[src/rtl/memory_responder_pkg.sv]
// Shared definitions for the memory responder: FSM state encodings,
// state width, default access latency and the counter preload helper.
package memory_responder_pkg;

  localparam int MEM_ST_SIZE = 2;
  localparam int MEM_LATENCY = 2;
  localparam int MEM_CNT_BITS = 4;

  typedef enum logic [MEM_ST_SIZE-1:0] {
    MEM_ST_IDLE      = 2'd0,
    MEM_ST_BUSY      = 2'd1,
    MEM_ST_RESP      = 2'd2,
    MEM_ST_WAIT_DROP = 2'd3
  } mem_state_e;

  // Value loaded into the down-counter so that BUSY lasts exactly lat cycles.
  function automatic logic [MEM_CNT_BITS-1:0] latency_preload(input int lat);
    return MEM_CNT_BITS'(lat - 1);
  endfunction

endpackage

[src/rtl/memory_responder_mem_array.sv]
// Word storage: one synchronous write port, one combinational read port.
// Contents are deliberately not reset so preloaded data survives a reset.
module mem_array
  import memory_responder_pkg::*;
#(
  parameter int WORD_SIZE = 16,
  parameter int ADDR_BITS = 8
) (
  input  logic                 clk,
  input  logic                 we,
  input  logic [ADDR_BITS-1:0] waddr,
  input  logic [WORD_SIZE-1:0] wdata,
  input  logic [ADDR_BITS-1:0] raddr,
  output logic [WORD_SIZE-1:0] rdata
);

  logic [WORD_SIZE-1:0] mem_r [0:(2**ADDR_BITS)-1];

  // Synchronous write of the selected word.
  always_ff @(posedge clk) begin
    if (we) begin
      mem_r[waddr] <= wdata;
    end
  end

  assign rdata = mem_r[raddr];

endmodule

[src/rtl/memory_responder.sv]
// Memory-side responder: latches a single-word read/write request, waits a
// fixed latency in BUSY, completes with a one-cycle pulse in RESP, then waits
// for the requester to drop its request so a held request is served once.
module memory_responder
  import memory_responder_pkg::*;
#(
  parameter int WORD_SIZE = 16,
  parameter int ADDR_BITS = 8,
  parameter int LATENCY   = MEM_LATENCY
) (
  input  logic                 clk,
  input  logic                 reset,
  input  logic                 read_m,
  input  logic                 write_m,
  input  logic [WORD_SIZE-1:0] address,
  input  logic [WORD_SIZE-1:0] write_data,
  output logic [WORD_SIZE-1:0] read_data,
  output logic                 input_ready,
  output logic                 ack_output,
  output logic                 busy,
  output logic                 req_err,
  input  logic                 load_en,
  input  logic [ADDR_BITS-1:0] load_addr,
  input  logic [WORD_SIZE-1:0] load_data
);

  localparam logic [MEM_CNT_BITS-1:0] CNT_PRELOAD = latency_preload(LATENCY);

  mem_state_e              state_r;
  logic [MEM_CNT_BITS-1:0] count_r;
  logic                    op_write_r;
  logic [ADDR_BITS-1:0]    addr_r;
  logic [WORD_SIZE-1:0]    data_r;

  logic                    we_s;
  logic [ADDR_BITS-1:0]    waddr_s;
  logic [WORD_SIZE-1:0]    wdata_s;
  logic [WORD_SIZE-1:0]    rd_word_s;
  logic                    any_req_s;
  logic                    unused_addr_s;

  assign any_req_s     = read_m | write_m;
  // Upper address bits are intentionally ignored: addresses wrap.
  assign unused_addr_s = ^address;

  // Write-port select: a completing write has priority; a backdoor load is
  // only taken in IDLE when no request competes; nothing writes during reset.
  always_comb begin
    we_s    = 1'b0;
    waddr_s = load_addr;
    wdata_s = load_data;
    if (reset) begin
      we_s = 1'b0;
    end else if ((state_r == MEM_ST_RESP) && op_write_r) begin
      we_s    = 1'b1;
      waddr_s = addr_r;
      wdata_s = data_r;
    end else if ((state_r == MEM_ST_IDLE) && load_en && !any_req_s) begin
      we_s = 1'b1;
    end else begin
      we_s = 1'b0;
    end
  end

  mem_array #(
    .WORD_SIZE(WORD_SIZE),
    .ADDR_BITS(ADDR_BITS)
  ) u_mem_array (
    .clk  (clk),
    .we   (we_s),
    .waddr(waddr_s),
    .wdata(wdata_s),
    .raddr(addr_r),
    .rdata(rd_word_s)
  );

  // Request FSM with latency counter, request latches and registered outputs.
  always_ff @(posedge clk) begin
    if (reset) begin
      state_r     <= MEM_ST_IDLE;
      count_r     <= {MEM_CNT_BITS{1'b0}};
      op_write_r  <= 1'b0;
      addr_r      <= {ADDR_BITS{1'b0}};
      data_r      <= {WORD_SIZE{1'b0}};
      read_data   <= {WORD_SIZE{1'b0}};
      input_ready <= 1'b0;
      ack_output  <= 1'b0;
      busy        <= 1'b0;
      req_err     <= 1'b0;
    end else begin
      case (state_r)
        MEM_ST_IDLE: begin
          input_ready <= 1'b0;
          ack_output  <= 1'b0;
          if (any_req_s) begin
            // Read wins when both are raised; the conflict is flagged.
            op_write_r <= write_m & ~read_m;
            addr_r     <= address[ADDR_BITS-1:0];
            data_r     <= write_data;
            count_r    <= CNT_PRELOAD;
            busy       <= 1'b1;
            state_r    <= MEM_ST_BUSY;
            if (read_m && write_m) begin
              req_err <= 1'b1;
            end
          end
        end
        MEM_ST_BUSY: begin
          if (count_r == {MEM_CNT_BITS{1'b0}}) begin
            state_r <= MEM_ST_RESP;
            if (op_write_r) begin
              ack_output <= 1'b1;
            end else begin
              input_ready <= 1'b1;
              read_data   <= rd_word_s;
            end
          end else begin
            count_r <= count_r - {{(MEM_CNT_BITS-1){1'b0}}, 1'b1};
          end
        end
        MEM_ST_RESP: begin
          input_ready <= 1'b0;
          ack_output  <= 1'b0;
          state_r     <= MEM_ST_WAIT_DROP;
        end
        MEM_ST_WAIT_DROP: begin
          if (!any_req_s) begin
            busy    <= 1'b0;
            state_r <= MEM_ST_IDLE;
          end
        end
        default: begin
          input_ready <= 1'b0;
          ack_output  <= 1'b0;
          busy        <= 1'b0;
          state_r     <= MEM_ST_IDLE;
        end
      endcase
    end
  end

endmodule

[config.mk]
export PLATFORM = sky130hd
export DESIGN_NAME = memory_responder
export DESIGN_NICKNAME = d
export VERILOG_FILES = /design/src/rtl/memory_responder_pkg.sv /design/src/rtl/memory_responder_mem_array.sv /design/src/rtl/memory_responder.sv
export SDC_FILE = /design/constraint.sdc
export NUM_CORES = 2
export LEC_CHECK = 0
export ABC_CLOCK_PERIOD_IN_PS = 5600
export CAP_MARGIN = 15
export CORE_ASPECT_RATIO = 1.5
export CORE_MARGIN = 4
export CORE_UTILIZATION = 52
export DETAILED_ROUTE_END_ITERATION = 10
export DONT_BUFFER_PORTS = 1
export PLACE_DENSITY = 0.67
export SETUP_SLACK_MARGIN = 0.1
export SLEW_MARGIN = 20
export SYNTH_ARGS = -nofsm -noshare
export SYNTH_HDL_FRONTEND = slang
export SYNTH_SLANG_ARGS = --single-unit
[constraint.sdc]
create_clock -name clk -period 5.6 [get_ports clk]
set_input_delay 0.56 -clock clk [delete_from_list [all_inputs] [get_ports clk]]
set_output_delay 0.56 -clock clk [all_outputs]
set_load 0.05 [all_outputs]
==> impl_metrics.json <==
{
  "post_cts_buffers": 0,
  "nets": 8136,
  "p_per_area_mw_per_mm2": 393.7,
  "yosysUniqueCellTypes": 69,
  "start_kind": "flop",
  "dieHeight_um": 687.5,
  "worst_pin_slew_ns": 1.349,
  "path_clk_slew_ns": 0.07,
  "grt_pass1_wl_um": 611500,
  "drv_slew": 0,
  "slew_headroom": 0.09204,
  "fin_skew_ns": 0.06986,
  "synthesis.nets": 7587,
  "final_cell_mix": "4096 x edfxtp_1, 879 x mux4_2, 520 x buf_4, 441 x mux2i_1, 375 x clkbuf_16",
  "min_to": "state_r[0]",
  "dr.pass1.iters": 6,
  "root_buffer": "clkbuf_16",
  "tns_ns": 0,
  "postRouteAntennaNets": 0,
  "final_common_cell": "edfxtp_1",
  "cp-end-kind": "flop",
  "critical_path_required_ns": 6.46,
  "track_usage": 0.2736,
  "hpwl_um": 270500,
  "post-route-util": 0.5868,
  "routed_wirelength_um": 434800,
  "fmax_ghz": 0.2247,
  "start_util": 0.5220,
  "dr.first_iter.drc_count": 11240,
  "yosys_warnings": 0,
  "avgViaCountPerCell": 6.527,
  "criticalPathCategory": "flop to flop",
  "layout-drive-gt1-share": 0.2503,
  "numCtsBuffers": 372,
  "power.leakage_nw": 55.17,
  "ys_ff_latch": 4147,
  "clock_latency_ns": 0.92,
  "grt_overflow": 0,
  "grt_max_degree": 153,
  "hold_viol_final": 0,
  "cts_tree": "built",
  "syn_to_final_growth_pct": 12.41,
  "period_share": 0.7948,
  "critPathArrivalTime_ns": 5.31,
  "clockBufferDepth": 4,
  "antenna_found_initial": 24,
  "rr_worst_depth": 8,
  "async_reset_ff_frac": 0,
  "min-delay-start": "read_m",
  "synthCells": 7521,
  "fin_hold_ws_ns": 0.1058,
  "cts.sinks": 4147,
  "min_path_cells": 4,
  "die_area_sq_mm": 0.3169,
  "die_w_um": 461.0,
  "syn_area_per_cell_sq_um": 21.28,
  "maxCapViolations": 0,
  "rsz0062_at_grt": "false",
  "grt_pass1_vias": 80700,
  "setup-violations-final": 0,
  "netlist_area_sq_mm": 0.1600,
  "rrSetupSlack_ns": 1.15,
  "vias": 80810,
  "yosysSeqAreaShare": 0.7749,
  "fin_crit_ns": 4.451,
  "finalWeightedCongestion": 0.8984,
  "htree_levels": 5,
  "synth-edff-count": 4096,
  "fill_cells": 21740,
  "wl_per_cell_um": 35.12,
  "row_count": 249,
  "reg2reg_from": "addr_r[1]",
  "finalPower_w": 0.07084,
  "peakVddDrop_mv": 0.2852,
  "worstPathMaxFanout": 34,
  "drc_errors": 0,
  "io_buffers": 0,
  "io_pins": 81,
  "ys.flop_type": "edfxtp_1",
  "hold_path_class": "input pin to flop",
  "status": "finished clean",
  "reg2reg_to": "read_data[5]",
  "core_area_sq_mm": 0.3066
}
-- area by class of cell --
| type | instances | area (sq um) | share of cell area |
|---|---|---|---|
| Clock inverter | 211 | 2059 | 0.01145 |
| Inverter | 7 | 36.28 | 0.0002017 |
| Multi-Input combinational cell | 2929 | 33650 | 0.1870 |
| Sequential cell | 4147 | 124000 | 0.6895 |
| Clock buffer | 450 | 9686 | 0.05384 |
| Timing Repair Buffer | 613 | 5396 | 0.03000 |
| Tap cell | 4016 | 5025 | 0.02793 |
| Antenna cell | 7 | 17.52 | 0.00009737 |
-- synthesized netlist by cell type (all sizes together), types with 4 or more instances --
cell type  instances  area share
o22ai            178      0.0070
a31oi             41      0.0016
and3               4     0.00016
nand4             20     0.00078
and2               7     0.00027
a211o              7     0.00038
mux4             882        0.12
or4                4     0.00019
buf              278       0.014
o211ai            11     0.00055
o41ai              4     0.00022
mux2i            441       0.028
a221oi             9     0.00049
nand3             84      0.0026
nand2b            13     0.00051
a22o              23      0.0013
inv                5     0.00012
nor3              67      0.0021
a22oi             28      0.0013
o2111ai            5     0.00027
ha                 5     0.00039
o21ai             71      0.0023
nor2b              6     0.00023
clkbuf           160      0.0038
nand2            326      0.0076
nor4              35      0.0014
mux2              19      0.0013
a211oi            27      0.0013
dfxtp             51      0.0064
a32oi             16     0.00088
a21oi            110      0.0034
a2111oi           26      0.0016
nor2             328      0.0077
edfxtp          4096        0.77
a221o              6     0.00038
o31ai              9     0.00051
nand3b            13     0.00061
o221ai            75      0.0042
-- through the flow --
step / instance area [sq um] / cells / setup slack, ns
floorplan: 160000 / 7521 / 1.376
global placement: 167700 / 11670 / 1.121
detailed placement: 167800 / 11680 / 1.379
CTS: 179900 / 12370 / 1.321
global route: 179900 / 12370 / 1.065
finish: 179900 / 12380 / 1.149
-- state kept, by name, summed over array words and instances (netlist names) --
register           count
addr_r                 8
req_err                1
state_r                2
data_r                16
u_mem_array.mem_r   4096
op_write_r             1
busy                   1
input_ready            1
count_r                4
read_data             16
ack_output             1
-- per-layer routing --
layer / wire (um) / GRT usage / vias to the layer above
met5: 128 / 0 / -
met2: 212300 / 0.4418 / 4557
met3: 43740 / 0.05863 / 968
met4: 25750 / 0.1350 / 18
met1: 152900 / 0.3560 / 42740
li1: - / - / 32530
-- kinds of logic after synthesis --
logic type,share of synthesized area
and+or+nand+nor,0.02487
adders and majority gates,0.0003909
AOI/OAI and AO/OA,0.02843
xor gates and xnor gates,0.0001095
DFF,0.7749
buffers and inverters,0.01818
muxes,0.1531
-- how the worst max path moves through the flow --
stage | startpoint | endpoint | slack (ns) | cells after the start
6_report | addr_r[1] | read_data[5] | 1.15 | 8
5_1_grt | count_r[0] | read_data[6] | 1.07 | 9
2_1_floorplan | state_r[0] | u_mem_array.mem_r[0][10] | 1.38 | 7
3_5_place_dp | addr_r[0] | read_data[5] | 1.38 | 7
3_3_place_gp | count_r[0] | read_data[2] | 1.12 | 10
4_1_cts | addr_r[0] | read_data[5] | 1.32 | 7
-- where the power goes --
group	switching, W	internal, W	leakage (nW)
clock network	0.0111	0.0140	5.74
registers	0.000524	0.0344	37.2
logic	0.00673	0.00419	12.2
-- critical path, stage by stage (launching register included) --
cell	delay (ns)
dfxtp_4	0.82
buf_12	0.29
buf_4	0.48
mux4_2	0.31
nand2_1	0.07
a31oi_1	0.54
a31oi_1	0.34
nor4_1	1.18
a221o_1	0.23
-- repair_timing --
item | CTS | global route
hold buffers | 37 | 0
endpoints found under the hold margin | 35 | 0
gates resized for setup | 0 | 0
Power figures use the tool's default switching activity.
